**src/rtl/bcd_display_mux.sv**
```systemverilog
// Three-digit multiplexed seven-segment driver for captured BCD hundreds/tens/units.
// Latency: seg/an are registered, reflecting state and held digits from the previous edge (1 cycle).
// No backpressure: cargar is always accepted; the scan free-runs off a REFRESH_DIV prescaler.
module bcd_display_mux #(
  parameter int REFRESH_DIV = 100000
) (
  input  logic       clk,
  input  logic       reset,
  input  logic [3:0] unos,
  input  logic [3:0] dieces,
  input  logic [3:0] cientos,
  input  logic       cargar,
  input  logic       blank_ceros,
  output logic [6:0] seg,
  output logic [3:0] an,
  output logic [1:0] digito_activo
);

  // Prescaler width; a divider of 1 still needs a one-bit counter that stays at 0.
  localparam int CNT_W = (REFRESH_DIV > 1) ? $clog2(REFRESH_DIV) : 1;
  localparam logic [CNT_W-1:0] CNT_LAST = CNT_W'(REFRESH_DIV - 1);

  // Scan states; the encoding doubles as the active digit index.
  localparam logic [1:0] ST_UNOS    = 2'd0;
  localparam logic [1:0] ST_DIECES  = 2'd1;
  localparam logic [1:0] ST_CIENTOS = 2'd2;
  localparam logic [1:0] ST_ILLEGAL = 2'd3;

  // Segment patterns, active-low, bit order {g,f,e,d,c,b,a}.
  localparam logic [6:0] SEG_OFF  = 7'b1111111;
  localparam logic [6:0] SEG_DASH = 7'b0111111;
  localparam logic [3:0] AN_OFF   = 4'b1111;

  logic [3:0]       hold_unos;
  logic [3:0]       hold_dieces;
  logic [3:0]       hold_cientos;
  logic [CNT_W-1:0] presc;
  logic             tick;
  logic [1:0]       state;
  logic [1:0]       state_nxt;
  logic [3:0]       digit_sel;
  logic             blank;
  logic [6:0]       seg_nxt;
  logic [3:0]       an_nxt;

  // BCD to seven-segment; codes above 9 show a dash so bad data is visible.
  function automatic logic [6:0] decode(input logic [3:0] d);
    logic [6:0] s;
    case (d)
      4'd0:    s = 7'b1000000;
      4'd1:    s = 7'b1111001;
      4'd2:    s = 7'b0100100;
      4'd3:    s = 7'b0110000;
      4'd4:    s = 7'b0011001;
      4'd5:    s = 7'b0010010;
      4'd6:    s = 7'b0000010;
      4'd7:    s = 7'b1111000;
      4'd8:    s = 7'b0000000;
      4'd9:    s = 7'b0010000;
      default: s = SEG_DASH;
    endcase
    return s;
  endfunction

  // Capture the digits only on cargar; the display never looks at the live inputs.
  always_ff @(posedge clk) begin
    if (reset) begin
      hold_unos    <= 4'd0;
      hold_dieces  <= 4'd0;
      hold_cientos <= 4'd0;
    end else if (cargar) begin
      hold_unos    <= unos;
      hold_dieces  <= dieces;
      hold_cientos <= cientos;
    end
  end

  // Terminal count of the prescaler marks the end of one digit's dwell.
  assign tick = (presc == CNT_LAST);

  // Prescaler counts 0..REFRESH_DIV-1 and wraps.
  always_ff @(posedge clk) begin
    if (reset) begin
      presc <= '0;
    end else if (tick) begin
      presc <= '0;
    end else begin
      presc <= presc + CNT_W'(1);
    end
  end

  // Next scan state: rotate units -> tens -> hundreds on each tick; recover from the unused code.
  always_comb begin
    state_nxt = state;
    case (state)
      ST_UNOS:    if (tick) state_nxt = ST_DIECES;
      ST_DIECES:  if (tick) state_nxt = ST_CIENTOS;
      ST_CIENTOS: if (tick) state_nxt = ST_UNOS;
      default:    state_nxt = ST_UNOS;
    endcase
  end

  // Scan state register.
  always_ff @(posedge clk) begin
    if (reset) begin
      state <= ST_UNOS;
    end else begin
      state <= state_nxt;
    end
  end

  assign digito_activo = state;

  // Select the active digit and decide leading-zero blanking; only true zeros blank, not invalid codes.
  always_comb begin
    digit_sel = hold_unos;
    blank     = 1'b0;
    an_nxt    = AN_OFF;
    case (state)
      ST_UNOS: begin
        digit_sel = hold_unos;
        an_nxt    = 4'b1110;
      end
      ST_DIECES: begin
        digit_sel = hold_dieces;
        an_nxt    = 4'b1101;
        blank     = blank_ceros && (hold_cientos == 4'd0) && (hold_dieces == 4'd0);
      end
      ST_CIENTOS: begin
        digit_sel = hold_cientos;
        an_nxt    = 4'b1011;
        blank     = blank_ceros && (hold_cientos == 4'd0);
      end
      ST_ILLEGAL: begin
        blank = 1'b1;
      end
      default: begin
        blank = 1'b1;
      end
    endcase
    if (blank) begin
      an_nxt  = AN_OFF;
      seg_nxt = SEG_OFF;
    end else begin
      seg_nxt = decode(digit_sel);
    end
  end

  // Registered drivers so segments and anodes switch together, glitch-free.
  always_ff @(posedge clk) begin
    if (reset) begin
      seg <= SEG_OFF;
      an  <= AN_OFF;
    end else begin
      seg <= seg_nxt;
      an  <= an_nxt;
    end
  end

endmodule

```
**config.mk**
```make
export PLATFORM = sky130hd
export DESIGN_NAME = bcd_display_mux
export DESIGN_NICKNAME = d
export VERILOG_FILES = /design/src/rtl/bcd_display_mux.sv
export SDC_FILE = /design/constraint.sdc
export NUM_CORES = 1
export LEC_CHECK = 0
export CORE_MARGIN = 1
export CORE_UTILIZATION = 45
export CTS_CLUSTER_DIAMETER = 80
export DETAILED_ROUTE_END_ITERATION = 8
export PLACE_DENSITY = 0.73
export SYNTH_ARGS = -nofsm -noshare
export SYNTH_HDL_FRONTEND = slang
export SYNTH_SLANG_ARGS = --single-unit
```
**constraint.sdc**
```tcl
create_clock -name clk -period 2.2 [get_ports clk]
set_clock_uncertainty 0.2 [all_clocks]
set_input_delay 0.44 -clock clk [delete_from_list [all_inputs] [get_ports clk]]
set_output_delay 0.44 -clock clk [all_outputs]
set_load 0.05 [all_outputs]
```
# Yosys cells after proc, flatten, opt, wreduce, memory -nomap -nowiden
# Memories as Yosys holds them, arrays and structs flattened. A register that Yosys moved wholly into a read port is not among the register bits.
# Index checks and enable logic that the tools add are counted.
[totals] latchBits=0 reg_bits=35 mem_bits_ro=112 memories=1 output_inout_bits=13 inputBits=16 ram_bits=0
[mem_list] memory="(name not given)" words=16 width=7 read_ports=1 rd_clocked_by_memory_dff=1 wr=0 line_no="49" text="case (d)"
[classes] bitwise=0 addsub=1 shifts=0 n_eq_ne=7 n_reduce_logical=8 mux=7 order_cmp=0 div=0 n_mul=0
[ops] cell="$add 17x1->17 const B" n=1
[ops] cell="$eq 17x17->1 const B" n=1
[ops] cell="$pmux 3 s3" n=1
[ops] cell="$logic_not 4->1" n=2
[ops] cell="$pmux 4 s2" n=1
[ops] cell="$mux 2" n=3
[ops] cell="$ne 2x2->1 const B" n=3
[ops] cell="$pmux 2 s3" n=1
[ops] cell="$eq 2x2->1 const B" n=2
[ops] cell="$reduce_or 2->1" n=2
[ops] cell="$pmux 1 s3" n=1
[ops] cell="$reduce_and 3->1" n=1
[ops] cell="$eq 2x1->1 const B" n=1
[ops] cell="$logic_and 1x1->1" n=2
[ops] cell="$logic_not 2->1" n=1

# Longest topological paths before layout
[logic_depth] ltp_word=5 mapped_depth=9 ltp_nobuf=8

# Worst setup path after synthesis
# OpenSTA, ideal clock, no wires.
[synth_path] kind="register -> register" from="register state[0], in the netlist digito_activo[0]" to="register seg[3]" t_required_ns=1.861 path_buffers=1 stages_incl_launch_ff=10 period_less_slack_ns=2.719 setup_slack_ns=-0.519 arrival_time_ns=2.380 path_cell_list="dfxtp_1 inv_1 ha_1 clkbuf_1 nor2_1 a21oi_1 inv_1 ha_1 a21o_1 nand4_1"
[synth_between] elab_chain_len=3 word_cells_on_any_way=6 cone_classes="eq/ne: 3; mux: 2; reduce/logical: 1"
[synth_lines] element="start: declaration" line_no="39" text="logic [1:0] state;"
[synth_lines] element="start signal: assignment" line_no="108" text="state <= state_nxt;"
[synth_lines] element="$eq 2x2->1 / $eq 2x1->1 (equally long branches)" line_no="119" text="case (state)"
[synth_lines] element="$pmux 1 s3" line_no="119"
[synth_lines] element="$reduce_or 2->1 (no line)"
[synth_lines] element="end: declaration" line_no="14" text="output logic [6:0] seg,"
# Several ways; a longest one is shown, not always the timed one.
# A chain may end at the register's enable or synchronous reset.

# Worst setup path after layout
[layout_path] from="register state[0], in the netlist digito_activo[0]" to="register seg[0]"
# Same word-level chain as after synthesis.

==> results.sh <==
export IMPL_status="finished clean"
export IMPL_finalInstanceArea_um2=2340
export IMPL_clkLatencyLatePin_ns=0.30
export IMPL_syn_avg_cell_area_um2=9.15
export IMPL_synth_edf_count=0
export IMPL_nFillCells=379
export IMPL_wl_mm=3.66
export IMPL_drt_vias_per_instance=5.29
export IMPL_fin_total_pwr_mw=1.57
export IMPL_htreeDepth=2
export IMPL_clk_pin_slew_ns=0.08
export IMPL_synthCells=207
export IMPL_synth_area_um2=1890
export IMPL_critical_path_class="reg -> reg"
export IMPL_max_freq_mhz=476
export IMPL_cp_arrival_ns=2.08
export IMPL_num_rows=23
export IMPL_die_h_um=66.9
export IMPL_drv_slew=0
export IMPL_clockBufferDepth=2
export IMPL_synth_nets=234
export IMPL_die_w_um=66.9
export IMPL_start_util_pct=47.0
export IMPL_grt_max_degree=18
export IMPL_async_flop_share_pct=0
export IMPL_ir_worst_vdd_v=0.000326
export IMPL_p_leak_nw=0.961
export IMPL_hold_buffers=0
export IMPL_ys_seq_elements=41
export IMPL_crit_chain="inv_1 > ha_2 > nor2_1 > a21o_1 > buf_4 > ha_1 > o21ai_0 > nand4_1"
export IMPL_io_buffers=27
export IMPL_cpPeakStageDelay_ns=0.44
export IMPL_antenna_found_initial=0
export IMPL_fin_ws_ns=0.0973
export IMPL_crit_slowest_cell="ha_2"
export IMPL_cts_buffers=5
export IMPL_layout_cells_non_filler=288
export IMPL_ys_seq_area_share_pct=43.4
export IMPL_grt_pass1_wl_mm=6.02
export IMPL_min_period_over_period_pct=95.6
export IMPL_hold_slack_ns=0.239
export IMPL_hold_violations=0
export IMPL_place_area_um2=2220
export IMPL_utilization_pct=58.0
export IMPL_start_kind="flop"
export IMPL_vias=1523
export IMPL_grt_use_total_pct=18.3
export IMPL_place_hpwl_mm=2.62
export IMPL_pwr_density_cell_nw_per_um2=671
export IMPL_drive_gt1_share_pct=9.66
export IMPL_grt_setup_unrepaired="yes"
export IMPL_yosysWarningCount=0
export IMPL_path_buf_inv=2
export IMPL_drt_pass1_iterations=4
export IMPL_crit_family="adder cells"
export IMPL_hold_path_class="reg -> reg"
export IMPL_ios=29
export IMPL_yosysUniqueCellTypes=36
export IMPL_syn_to_final_growth_pct=23.5
export IMPL_totalNegativeSetupSlack_ns=0
export IMPL_final_antenna_net_count=0
export IMPL_cts_tree="yes"
export IMPL_overflow=0
export IMPL_register_area_um2=828
export IMPL_core_um2=4030
export IMPL_cp_end_kind="flop"
export IMPL_place_congestion=0.831
export IMPL_ctsRootBufferMaster="clkbuf_8"
export IMPL_fin_crit_ns=2.10
export IMPL_diodes=0
export IMPL_first_global_vias=1422
export IMPL_dp_cells=279
export IMPL_multiInputGateArea_um2=1000
export IMPL_drtIter0Drc=78
export IMPL_yosys_most_used_dff="dfxtp_1"
export IMPL_dp_slack_ns=0.0563
export IMPL_cp_max_fo=10
export IMPL_cap_violations=0
export IMPL_required_ns=2.17
export IMPL_setup_violations=0
export IMPL_remaining_drc_errors=0
export IMPL_die_area_um2=4470
export IMPL_fin_nets=264
export IMPL_wire_per_inst_um=12.7
export IMPL_cts_sinks=41
[cell usage in the layout, fill, tap and decap left out, drive strengths merged]
cell type      instances
nand4                 10
xnor2                  1
nor4                   3
o31a                   1
or4                    2
nand3                  7
mux2i                 13
nor2                  30
a22oi                  4
clkbuf                 8
ha                    11
xor2                   9
a21bo                  1
or3                    3
and4                   2
o31ai                  2
nor3                   2
o211ai                 1
buf                    8
o21ai                  7
dfxtp                 41
a21oi                 13
a21o                   5
and3                   4
clkdlybuf4s50         25
inv                    6
nand2b                 2
and2                   2
a211oi                 2
conb                   1
nand2                 10
and4b                  1
o311ai                 1
[sequential cells by signal (all words and copies together) (netlist names)]
register       cells
hold_cientos       4
digito_activo      2
hold_unos          4
presc             17
hold_dieces        4
an                 3
seg                7
[per-layer routing]
metal	part of all wire (%)	vias up	GRT usage (%)
met5	0	-	0
met4	2.1	0	10.4
met3	4.5	7	4.62
met2	47	37	31.2
met1	46	695	20.4
li1	-	784	-
[layout make-up]
class / instances / share of cell area, %
repair buffers: 33 / 13.3
flip-flops and latches: 41 / 35.4
multi-input cells: 150 / 42.9
inverters: 6 / 0.964
well taps: 50 / 2.68
clock buffers: 8 / 4.76
[cells by family (layout without fill, tap and decap cells)]
| family | count (synthesis) | after routing | share of synthesized area [%] |
|---|---|---|---|
| buffers and inverters | 16 | 47 | 4.03 |
| adder cells (fa/ha/maj) | 11 | 11 | 7.27 |
| multiplexers | 13 | 13 | 6.87 |
| other | 1 | 1 | 0.198 |
| XOR/XNOR | 10 | 10 | 4.63 |
| AO/OA/AOI/OAI | 37 | 37 | 12.3 |
| flip-flops | 41 | 41 | 43.4 |
| AND/OR/NAND/NOR | 78 | 78 | 21.3 |
[report_power, final]
group | switching [mW] | internal (mW)
logic | 0.111 | 0.0861
clock network | 0.260 | 0.324
registers | 0.0159 | 0.770
[timing repair]
item | CTS | global route
setup buffers | 0 | 1
gates resized for setup | 0 | 2
endpoints found under the setup margin | 0 | 4
[worst paths after layout]
path,depth (start not counted),to,slack (ns),start
worst min register to register,1,presc[0],0.24,presc[0]
worst min-delay path,1,presc[0],0.24,presc[0]
worst max register to register,8,seg[0],0.1,digito_activo[0]
worst max-delay path,8,seg[0],0.1,digito_activo[0]
[cell usage after synthesis (3+ instances only)]
cell type	number	area, µm²
a21oi_1	13	65.1
a22oi_1	4	30.0
nor2_1	30	113
mux2i_1	13	130
nor4_1	3	18.8
and3_1	4	25.0
nand3_1	7	35.0
dfxtp_1	41	821
ha_1	11	138
inv_1	6	22.5
nand2_1	10	37.5
xor2_1	9	78.8
o21ai_0	7	35.0
a21o_1	5	37.5
nand4_1	9	56.3
buf_2	4	20.0
clkbuf_1	4	15.0
[worst reg2reg max path, stage by stage, from the launching register on]
cell,delay (ns)
dfxtp_4,0.37
inv_1,0.10
ha_2,0.44
nor2_1,0.06
a21o_1,0.19
buf_4,0.15
ha_1,0.18
o21ai_0,0.18
nand4_1,0.11
Note: power is estimated with default switching activity, not from simulation.
